===== src/rtl/fetch_queue.sv =====
// Instruction fetch queue: issues word-aligned imem reads, tracks in-flight
// requests, discards responses belonging to a flushed fetch stream, and
// buffers returned instructions in a small circular queue for the decoder.
module fetch_queue #(
   parameter int          DEPTH           = 4,
   parameter int          MAX_OUTSTANDING = 2,
   parameter logic [31:0] RESET_PC        = 32'haaaaa000
) (
   input  logic                       clk,
   input  logic                       rst,
   output logic [31:0]                imem_addr,
   output logic [3:0]                 imem_rmask,
   input  logic [31:0]                imem_rdata,
   input  logic                       imem_resp,
   input  logic                       redirect,
   input  logic [31:0]                redirect_pc,
   output logic                       deq_valid,
   input  logic                       deq_ready,
   output logic [31:0]                deq_inst,
   output logic [31:0]                deq_pc,
   output logic [$clog2(DEPTH+1)-1:0] occupancy
);

   localparam int OW = $clog2(DEPTH + 1);
   localparam int PW = (DEPTH > 1) ? $clog2(DEPTH) : 1;
   // Outstanding/stale counters hold 0..4.
   localparam int CW = 3;
   // Occupancy + outstanding fits comfortably in 6 bits for DEPTH <= 16.
   localparam int BW = 6;
   localparam logic [CW-1:0] MAX_OUT_C = CW'(MAX_OUTSTANDING);
   localparam logic [BW-1:0] DEPTH_C   = BW'(DEPTH);

   logic [31:0]   r_fetch_pc;
   logic [31:0]   r_resp_pc;
   logic [CW-1:0] r_outstanding;
   logic [CW-1:0] r_stale;
   logic [PW-1:0] r_head;
   logic [PW-1:0] r_tail;
   logic [OW-1:0] r_occ;
   logic [31:0]   r_inst [DEPTH];
   logic [31:0]   r_pc   [DEPTH];

   logic          w_issue;
   logic          w_resp_ok;
   logic          w_enq;
   logic          w_deq;
   logic [BW-1:0] w_committed;
   logic [31:0]   w_redirect_pc;

   // Slots already spoken for: queued entries plus live (non-stale) requests.
   // Stale requests never land in the queue, so they do not reserve space.
   assign w_committed   = BW'(r_occ) + BW'(r_outstanding) - BW'(r_stale);
   assign w_redirect_pc = redirect_pc & 32'hffff_fffc;

   assign w_issue   = !rst && !redirect && (r_outstanding < MAX_OUT_C)
                      && (w_committed < DEPTH_C);
   // A response with nothing in flight is a protocol error and is ignored.
   assign w_resp_ok = imem_resp && (r_outstanding != '0);
   assign w_enq     = !rst && !redirect && w_resp_ok && (r_stale == '0);
   assign w_deq     = !rst && !redirect && deq_valid && deq_ready;

   assign imem_addr  = r_fetch_pc;
   assign imem_rmask = w_issue ? 4'b1111 : 4'b0000;
   assign deq_valid  = (r_occ != '0);
   assign deq_inst   = r_inst[r_head];
   assign deq_pc     = r_pc[r_head];
   assign occupancy  = r_occ;

   // Fetch and response address tracking; a redirect restarts both streams.
   always_ff @(posedge clk) begin
      if (rst) begin
         r_fetch_pc <= RESET_PC;
         r_resp_pc  <= RESET_PC;
      end else if (redirect) begin
         r_fetch_pc <= w_redirect_pc;
         r_resp_pc  <= w_redirect_pc;
      end else begin
         if (w_issue) r_fetch_pc <= r_fetch_pc + 32'd4;
         if (w_enq)   r_resp_pc  <= r_resp_pc + 32'd4;
      end
   end

   // In-flight request bookkeeping; on redirect everything still in flight
   // becomes stale, minus a response that arrives in the redirect cycle.
   always_ff @(posedge clk) begin
      if (rst) begin
         r_outstanding <= '0;
         r_stale       <= '0;
      end else if (redirect) begin
         r_outstanding <= r_outstanding - CW'(w_resp_ok);
         r_stale       <= r_outstanding - CW'(w_resp_ok);
      end else begin
         r_outstanding <= r_outstanding + CW'(w_issue) - CW'(w_resp_ok);
         if (w_resp_ok && (r_stale != '0)) r_stale <= r_stale - CW'(1);
      end
   end

   // Queue pointers and occupancy; full/empty come from occupancy alone.
   always_ff @(posedge clk) begin
      if (rst || redirect) begin
         r_head <= '0;
         r_tail <= '0;
         r_occ  <= '0;
      end else begin
         if (w_enq) r_tail <= r_tail + PW'(1);
         if (w_deq) r_head <= r_head + PW'(1);
         case ({w_enq, w_deq})
            2'b10:   r_occ <= r_occ + OW'(1);
            2'b01:   r_occ <= r_occ - OW'(1);
            default: r_occ <= r_occ;
         endcase
      end
   end

   // Queue storage; contents are only meaningful below occupancy, so no reset.
   always_ff @(posedge clk) begin
      if (w_enq) begin
         r_inst[r_tail] <= imem_rdata;
         r_pc[r_tail]   <= r_resp_pc;
      end
   end

endmodule


===== config.mk =====
export PLATFORM = sky130hd
export DESIGN_NAME = fetch_queue
export DESIGN_NICKNAME = d
export VERILOG_FILES = /design/src/rtl/fetch_queue.sv
export SDC_FILE = /design/constraint.sdc
export NUM_CORES = 1
export LEC_CHECK = 0
export ABC_AREA = 1
export BUFFER_PORTS_ARGS = -buffer_cell sky130_fd_sc_hd__buf_2
export CAP_MARGIN = 20
export CORE_MARGIN = 4
export CORE_UTILIZATION = 55
export CTS_BUF_LIST = sky130_fd_sc_hd__clkbuf_16
export CTS_CLUSTER_SIZE = 28
export DETAILED_ROUTE_END_ITERATION = 7
export GPL_ROUTABILITY_DRIVEN = 0
export GPL_TIMING_DRIVEN = 0
export PLACE_DENSITY = 0.76
export SLEW_MARGIN = 20
export SYNTH_ARGS = -nofsm -noshare
export SYNTH_HDL_FRONTEND = slang
export SYNTH_SLANG_ARGS = --single-unit
export TNS_END_PERCENT = 50

===== constraint.sdc =====
create_clock -name clk -period 10.75 [get_ports clk]
set_clock_uncertainty 0.1 [all_clocks]
set_input_delay 1.6125 -clock clk [delete_from_list [all_inputs] [get_ports clk]]
set_output_delay 1.6125 -clock clk [all_outputs]
set_load 0.005 [all_outputs]

Word level (Yosys, flattened, before mapping)
Memory sizes are Yosys's and may differ from the RTL's. A register that Yosys moved wholly into a read port is not among the register bits.
Index checks and enable logic that the tools add are counted.
Word-level totals
  logic and storage cells: 63
  memories kept: 2
  input port bits: 69
  output and inout bits: 104
  register bits: 77
  memory bits (writable): 256
Memory list
  r_inst: depth 4, bits a word 32, read ports 1, clocked after Yosys merged registers in 1, write ports 1, RTL line 40  | logic [31:0] r_inst [DEPTH];
  r_pc: depth 4, bits a word 32, read ports 1, clocked after Yosys merged registers in 1, write ports 1, RTL line 41  | logic [31:0] r_pc [DEPTH];
Operators by class
  muxes and demuxes: 15
  reductions and logical operators: 21
  magnitude comparators: 2
  equality and inequality tests: 2
  add/sub/neg operators: 12
Operators by type and width (number)
  $mux W32: 4
  $add A32 B3 Y32 const B: 2
  $logic_and A1 B1 Y1: 9
  $mux W3: 3
  $reduce_bool A3 Y1: 3
  $mux W2: 4
  $reduce_bool A2 Y1: 4
  $lt A6 B3 Y1 const B: 1
  $pmux W3 S2: 1
  $sub A3 B1 Y3: 2
  $sub A3 B1 Y3 const B: 2
  $sub A4 B3 Y5: 1
  $add A2 B1 Y2 const B: 2
  $add A3 B3 Y4: 1
  $mux W4: 1
  $add A3 B1 Y3: 1
  $add A3 B1 Y3 const B: 1
  $logic_not A3 Y1: 1
  $lt A3 B2 Y1 const B: 1
  $eq A2 B1 Y1 const B: 1
  $eq A2 B2 Y1 const B: 1
  $logic_not A1 Y1: 2
  $mux W1: 2
  $reduce_or A2 Y1: 1
  $logic_or A1 B1 Y1: 1

Depth between registers and ports, before layout
Gate-level depths: netlist of the first run.
  depth after elaboration: 7
  depth in mapped cells: 18
  gate-level depth less buffers: 16

Least setup slack after synthesis of the first run
Ideal clock, no wire load.
  path kind: input to register
  from: in rst
  to: mem r_inst[0][0], enable pin
  slack: 5.279 ns
  library setup time: 0.482 ns
  arrival time: 4.889 ns
  buffers on the path: 1
  data required time: 10.168 ns
  cell stages on the path: 6
  cell sequence: nor2_4 > nand3_2 > nor2_4 > inv_1 > buf_2 > nor2_1
Between the ends
  word-level cells in the longest chain between the ends: 6
Ends and longest elaborated chain
  start: declaration: RTL line 10  | input logic rst,
  $logic_not A1 Y1: RTL line 59  | assign w_enq = !rst && !redirect && w_resp_ok && (r_stale == '0);
  $logic_and A1 B1 Y1 (3 in a row): RTL line 59
  $mux W1: RTL line 117  | if (w_enq) begin
  $mux W1 (not written as such): RTL line 118  | r_inst[r_tail] <= imem_rdata;
  end: declaration: RTL line 40
No other way between the ends.

Final worst setup path of the first run
  from: in rst
  to: out imem_rmask[2]
Between the ends
  word-level cells in the longest chain between the ends: 5
Ends and longest elaborated chain
  $logic_not A1 Y1: RTL line 55  | assign w_issue = !rst && !redirect && (r_outstanding < MAX_OUT_C)
  $logic_and A1 B1 Y1 (2 in a row): RTL line 55
  $logic_and A1 B1 Y1: RTL line 56  | && (w_committed < DEPTH_C);
  via w_issue: RTL line 43  | logic w_issue;
  $mux W4: RTL line 63  | assign imem_rmask = w_issue ? 4'b1111 : 4'b0000;
  end: declaration: RTL line 12  | output logic [3:0] imem_rmask,
The timed path passes the listed nets, and every way through them passes these cells.

==> summary.md, run 1 <==
| Metric | Value |
|---|---|
| Final Cycle Share | `45.4%` |
| Cell with the most instances after synthesis | `nand2_1` |
| Crit Path Class | `in -> out` |
| Slew Limit Fails | `0` |
| Via density | `~5.6` |
| Top cells by area, synth | `edfxtp_1 (52%), dfxtp_1 (11%), nand2_1 (6.9%)` |
| Antenna viol nets, final | `0` |
| Syn Area/Cell | `roughly 10 um^2` |
| Nets | `around 1700` |
| DP Wirelength | `roughly 25000 um` |
| Top cells by count, synth | `nand2_1 (263), edfxtp_1 (248), nor2_1 (224)` |
| Post-Route Utilization | `about two thirds` |
| Peak Freq | `0.205 GHz` |
| RSZ-0062 raised after global routing | `false` |
| Max Root-Sink Buffers | `3` |
| Die Span Y | `around 170 um` |
| Status | `complete, no violations` |
| Clock transition at path regs | `~0.06 ns` |
| Vias in the first global route | `about 11000` |
| Cell family with most CP delay | `buffers and inverters` |
| Slew headroom | `between 40% and 50%` |
| Post-synthesis sequential area ratio | `between 60% and 70%` |
| Worst Path Required | `between 9 and 10 ns` |
| Async S/R FF share, synth | `0%` |
| Clk root buf | `clkbuf_16` |
| CTS tree | `done` |
| Global-route wire length before repair | `56400 um` |
| Post-synth EDFFs | `248` |
| Crit path max-delay cell type | `buf_2` |
| Hold-fix buffers at CTS | `0` |
| Largest area contributor in the netlist | `edfxtp_1` |
| Worst path most repeated cell | `buf_2` |
| Peak VDD IR | `0.000130 V` |
| Worst R2R Path Depth | `18` |
| Power per cell area | `approximately 170 nW/um^2` |
| Largest net degree at the start of global routing | `26` |
| Dpl cells | `1936` |
| Drt initial violations | `about 1100` |
| Crit path arrival time | `about 3.2 ns` |
| Full die area | `roughly 28000 um^2` |
| Leakage | `approximately 6.4 nW` |
| CP endpoint kind | `output pin` |
| Crit-path cells | `buf_2 > nor2_4 > inv_2 > nor2_2 > nand3_2 > inv_1 > buf_2 > buf_4 > buf_2` |
| Total GRT Usage | `about a quarter` |
| Met3 WL post-DR | `between 3000 and 4000 um` |
| Crit path depth | `9` |
| Netlist Area Pre-Place | `about 14000 um^2` |
| CTS Sinks | `roughly 320` |
| PortBufs | `approximately 170` |
| Final setup TNS | `0 ns` |
| Post-Route M1 WL | `14400 um` |
| Wire per inst | `about 18 um` |
| Hold Crit Class | `reg -> reg` |
| Share of cells above drive strength 1 | `approximately 16%` |
| Initial core utilization | `~56%` |
| ANT cells | `0` |
| Least-Margin Pin Slew | `0.751 ns` |
| Min Tclk post-route | `4.88 ns` |
| Post-Synthesis Cells | `1428` |
| #FFs+latches synth | `around 320` |
| Number of gates resized after cts | `0` |
| Setup slack, reg-to-reg | `7.12 ns` |
| Setup Buffers After CTS | `0` |
| Core area | `~25000 um^2` |
| Highest routed layer | `met4` |
| Synthesis warning total | `0` |
| Hold depth | `2` |
| Largest stage delay, worst path | `0.31 ns` |
| Die W | `169 um` |
| Startpoint Class | `input port` |
| Site row count | `58` |
| Crit path max fanout | `13` |
| First drt pass iteration count | `6` |
| Post-Route WL | `between 30000 and 40000 um` |
| Met2 WL | `17800 um` |
| Yosys top cell area share | `between 50% and 60%` |
| Via count | `approximately 11000` |
| Worst skew pair latency | `around 0.56 ns` |
| IO Count | `about 170` |
| R2r endpoint | `r_outstanding[2]` |
| Congestion Overflow GR | `0` |
| Final setup fails | `0` |
| Most used DFF post-synth | `edfxtp_1` |
| Total of max-cap violations | `0` |
| Post-Layout Cell Count | `~2000` |
| H-tree levels | `1` |
| Hold Crit Start | `r_head[1]` |
| Fin. Hold Viols | `0` |
| DRC | `0` |
| Num CTS Buffers | `31` |
| Buffering stage count on the worst path with inverters included | `6` |
| Initial antenna violation count | `0` |
| P&R area growth vs syn | `17.4%` |
| Synth cell types | `36` |
| R2R Path Start | `occupancy[1]` |
[worst max-delay path by stage]
stage               from            end  slack (ns)
finish               rst  imem_rmask[2]        5.87
global route         rst  imem_rmask[2]        5.78
CTS                  rst  imem_rmask[2]        5.91
detailed placement   rst  imem_rmask[2]        5.91
global placement     rst  r_inst[3][29]        3.06
floorplan            rst   r_inst[0][0]        5.28
[worst min-delay path: stages, from the launching register on]
cell     delay (ns)
dfxtp_1        0.30
inv_1          0.06
a21oi_1        0.07
[cells in the final DEF, fill, tap and decap left out, types with 9 or more instances in the layout]
| cell | synthesis | final |
|---|---|---|
| nor2_1 | 224 | 220 |
| inv_1 | 94 | 103 |
| dfxtp_1 | 75 | 75 |
| xnor2_1 | 9 | 9 |
| nand2_1 | 263 | 263 |
| clkbuf_16 | 0 | 31 |
| nand4_1 | 13 | 13 |
| buf_4 | 10 | 10 |
| nand3b_1 | 9 | 9 |
| buf_2 | 16 | 182 |
| clkbuf_1 | 36 | 36 |
| o22ai_1 | 63 | 63 |
| nand3_1 | 82 | 82 |
| o21ai_0 | 154 | 154 |
| edfxtp_1 | 248 | 248 |
| ha_1 | 17 | 17 |
| a21oi_1 | 39 | 39 |
[power breakdown]
part / total, mW / switching [mW] / internal [mW]
sequential: 1.44 / 0.0523 / 1.39
clock: 1.04 / 0.446 / 0.593
combinational: 0.333 / 0.199 / 0.134
total: 2.81 / 0.697 / 2.12
[per-layer routing]
| metal | global-route usage [%] | up-vias |
|---|---|---|
| li1 | - | 5371 |
| met4 | 6.63 | 0 |
| met3 | 3.41 | 57 |
| met2 | 42.6 | 536 |
| met5 | 0 | - |
| met1 | 33.0 | 5253 |
[cells by family (layout without fill, tap and decap cells)]
group           after synthesis  count (layout)  synth area share (%)
simple gates                615             615                  18.0
flops                       323             323                  63.0
compound gates              283             283                  10.9
buf+inv                     168             401                  5.00
fa+ha+maj                    21              21                  2.06
xor+xnor                     17              17                  1.05
other cells                   1               4                0.0264
[layout make-up]
type	count	area (um^2)
inverter	96	360
multi-input combinational	940	4590
tap	330	413
sequential	323	8950
buffer	72	350
clock inverter	27	199
timing repair buffer	175	1050
clock buffer	31	776
fill	1968	8640
[flip-flops by register name (all words and copies together), names as in the netlist, named ones only]
signal	count
r_stale	3
r_pc	120
r_outstanding	3
r_head	2
r_inst	128
occupancy	3
imem_addr	30
r_tail	2
r_resp_pc	30
[per-stage QoR]
step / setup slack, ns / total power [mW] / cell area (um^2) / hold slack [ns]
final: 5.87 / 2.81 / 16700 / 0.390
after global routing: 5.78 / 2.93 / 16700 / 0.420
after CTS: 5.91 / 2.82 / 16700 / 0.390
after detailed placement: 5.91 / 1.80 / 15700 / 0.378
after global placement: 3.06 / 1.79 / 15500 / 0.354
after floorplan: 5.28 / 1.68 / 14200 / 0.336
Note: power is estimated with default switching activity, not from simulation.
==> run 2, diff against run 1 <==
--- a/config.mk
+++ b/config.mk
@@ -5,11 +5,11 @@
 export SDC_FILE = /design/constraint.sdc
 export NUM_CORES = 1
 export LEC_CHECK = 0
-export ABC_AREA = 1
+export ABC_AREA = 0
 export BUFFER_PORTS_ARGS = -buffer_cell sky130_fd_sc_hd__buf_2
 export CAP_MARGIN = 20
 export CORE_MARGIN = 4
-export CORE_UTILIZATION = 55
+export CORE_UTILIZATION = 52
 export CTS_BUF_LIST = sky130_fd_sc_hd__clkbuf_16
 export CTS_CLUSTER_SIZE = 28
 export DETAILED_ROUTE_END_ITERATION = 7
==> constraint.sdc (replaced) <==
create_clock -name clk -period 4 [get_ports clk]
set_clock_uncertainty 0.1 [all_clocks]
set_input_delay 0.6 -clock clk [delete_from_list [all_inputs] [get_ports clk]]
set_output_delay 0.6 -clock clk [all_outputs]
set_load 0.005 [all_outputs]
==> summary.md, run 2 <==
| Metric | Value |
|---|---|
| Status | `complete, no violations` |
| CTS Sinks | `323` |
| Regs by FF count | `r_inst x128, r_pc x120` |
| Initial antenna violation count | `0` |
| Total GRT Usage | `21.0%` |
| Hold Crit Endpoint | `r_inst[2][10]` |
| Nets | `1189` |
| Synth cell types | `slightly below 70` |
| Max reg flops | `about 130` |
| Global-route wire length before repair | `approximately 48000 um` |
| Overall Power | `roughly 7.7 mW` |
| Hold-fix buffers at CTS | `0` |
| Largest area contributor in the netlist | `edfxtp_1` |
| P&R area growth vs syn | `17.4%` |
| Fin. Hold Viols | `0` |
| Hold Crit Start | `imem_rdata[10]` |
| IO Count | `173` |
| Proportion of synthesized area in mux cells | `between 10% and 20%` |
| #FFs+latches synth | `approximately 320` |
| Die Span Y | `170 um` |
| Final setup TNS | `0 ns` |
| Setup slack, reg-to-reg | `approximately 0.36 ns` |
| Hold Crit Class | `in -> reg` |
| Startpoint Class | `register` |
| Simple-gate share of the synthesized area | `9.02%` |
| Synth Area in Adders | `about 2.2%` |
| R2r endpoint | `imem_addr[7]` |
| Core area | `25400 um^2` |
| CP endpoint kind | `output pin` |
| Slew Limit Fails | `0` |
| Initial core utilization | `a little over half` |
| RSZ-0062 raised after global routing | `false` |
| Max Root-Sink Buffers | `3` |
| Netlist Area Pre-Place | `13600 um^2` |
| Worst R2R Path Depth | `10` |
| Most common cell after layout, fill and taps aside | `edfxtp_1` |
| Clk root buf | `clkbuf_16` |
| Crit path arrival time | `3.01 ns` |
| Largest net degree at the start of global routing | `39` |
| Dpl cells | `about 1400` |
| Post-Synth XOR/XNOR Area | `1.68%` |
| Register area | `~8900 um^2` |
| Clock transition at path regs | `approximately 0.060 ns` |
| Peak VDD IR | `0.000301 V` |
| Syn Area/Cell | `about 15 um^2` |
| GRT busiest layer | `met2` |
| Final Cycle Share | `slightly above 90%` |
| GR Util met1 | `between 30% and 40%` |
| Post-Route Utilization | `62.7%` |
| ANT cells | `0` |
| Total of max-cap violations | `0` |
| Most frequent cells in the layout | `edfxtp_1 (248), buf_2 (171), dfxtp_1 (75), mux4_2 (62), nand2_1 (49)` |
| Most used DFF post-synth | `edfxtp_1` |
| Met2 usage | `33.2%` |
| Vias in the first global route | `roughly 8600` |
| FILL cells | `about 1900` |
| Post-synthesis sequential area ratio | `around two thirds` |
| Post-synth EDFFs | `around 250` |
| CTS tree | `done` |
| PortBufs | `between 150 and 200` |
| Yosys top cell area share | `a little over half` |
| Share of cells above drive strength 1 | `about 29%` |
| Post-Layout Cell Count | `~1500` |
| First drt pass iteration count | `8` |
| Min Tclk post-route | `about 3.7 ns` |
| Leakage | `roughly 5.4 nW` |
| DP Wirelength | `21200 um` |
| Full die area | `~29000 um^2` |
| Top cells by area, synth | `edfxtp_1 (55%), dfxtp_1 (11%), mux4_2 (10%)` |
| DRC | `0` |
| Peak Freq | `0.270 GHz` |
| Worst skew pair latency | `0.56 ns` |
| Post-Synthesis Cells | `891` |
| Hold depth | `1` |
| Final setup fails | `0` |
| Synthesis warning total | `0` |
| Biggest register | `r_inst` |
| Multi-input logic area | `roughly 4300 um^2` |
| R2R Path Start | `occupancy[1]` |
| Top cells by count, synth | `edfxtp_1 (248), dfxtp_1 (75), mux4_2 (62)` |
| Congestion Overflow GR | `0` |
| Cell with the most instances after synthesis | `edfxtp_1` |
| Die W | `between 150 and 200 um` |
| Antenna viol nets, final | `0` |
| Via density | `5.98` |
| Power per cell area | `approximately 480 nW/um^2` |
| Num CTS Buffers | `31` |
| Slew headroom | `between 40% and 50%` |
| H-tree levels | `1` |
| Least-Margin Pin Slew | `~0.87 ns` |
| Crit Path Class | `reg -> out` |
| M3 GR Usage | `around 4%` |
| Final hold slack | `roughly 0.16 ns` |
| Post-Route WL | `around 31000 um` |
| Drt initial violations | `962` |
| Wire per inst | `between 20 and 25 um` |
| Async S/R FF share, synth | `0%` |
| Fraction of the mapped netlist area in compound gates | `7.57%` |
| Via count | `slightly below 9000` |
| Crit path max fanout | `4` |
| Main combinational cell family by area after synthesis | `multiplexers` |
| Worst Path Required | `approximately 3.3 ns` |
| Site row count | `58` |
## run 2: changes by cell type in the layout (fill, tap and decap cells not counted), sizes merged, moves of 10 or more
cell / change
nor2: -191
buf: -19
a21boi: +10
o21ai: -142
nor3: +15
nor4: +15
o22ai: -60
nand2: -215
mux4: +62
a211oi: +13
o311ai: +13
inv: -62
nand3: -68
## run 2: how the worst max path moves through the flow
| stage | to | slack [ns] | startpoint |
|---|---|---|---|
| floorplan | r_inst[1][0] | 0.20 | rst |
| global placement | r_inst[0][18] | -1.27 | rst |
| detailed placement | r_outstanding[2] | -0.1 | occupancy[1] |
| CTS | imem_rmask[2] | 0.12 | occupancy[1] |
| global route | imem_rmask[3] | 0.15 | occupancy[1] |
| finish | imem_rmask[2] | 0.29 | occupancy[1] |
## run 2: power by group
group	switching, mW	total (mW)	internal, mW
sequential	0.134	3.88	3.75
combinational	0.599	0.999	0.400
clock	1.22	2.78	1.56
## run 2: layer usage
layer,vias to the layer above,part of all wire [%]
met5,-,0
met4,0,1.5
met3,41,9.7
met2,477,47
met1,4248,42
li1,3928,-
## run 2: timing repair
action | in CTS | in global routing
pin swaps | 0 | 2
gates resized for setup | 3 | 0
endpoints found under the setup margin | 6 | 4
buffers inserted | 0 | 2
hold endpoints to repair | 0 | 0
## run 2: metrics by stage
step | setup slack (ns) | cell area, um^2
after floorplan | 0.195 | 13600
after global placement | -1.27 | 14800
after detailed placement | -0.0989 | 14900
after CTS | 0.123 | 15900
after global routing | 0.148 | 15900
final | 0.293 | 15900
## run 2: critical path, cell delays in order (launching register included)
cell and delay (ns):
dfxtp_1 0.36, inv_1 0.11, fa_1 0.56, inv_1 0.05, ha_1 0.28, and3b_4 0.20
o211a_1 0.30, o21ai_4 0.23, inv_1 0.11, buf_4 0.14, buf_2 0.11
## run 2: layout make-up
cell class | count | area share, %
Multi-Input combinational cell | 484 | 26.9
Clock inverter | 25 | 1.01
Buffer | 53 | 1.52
Timing Repair Buffer | 172 | 5.81
Inverter | 34 | 0.801
Tap cell | 330 | 2.59
Sequential cell | 323 | 56.2
Clock buffer | 33 | 5.18
## run 2: logic make-up after synthesis
family                   Yosys count
other                              1
buffers and inverters             87
flip-flops                       323
XOR/XNOR                          26
multiplexers                      69
AND/OR/NAND/NOR                  226
AO/OA/AOI/OAI                    138
adder cells (fa/ha/maj)           21
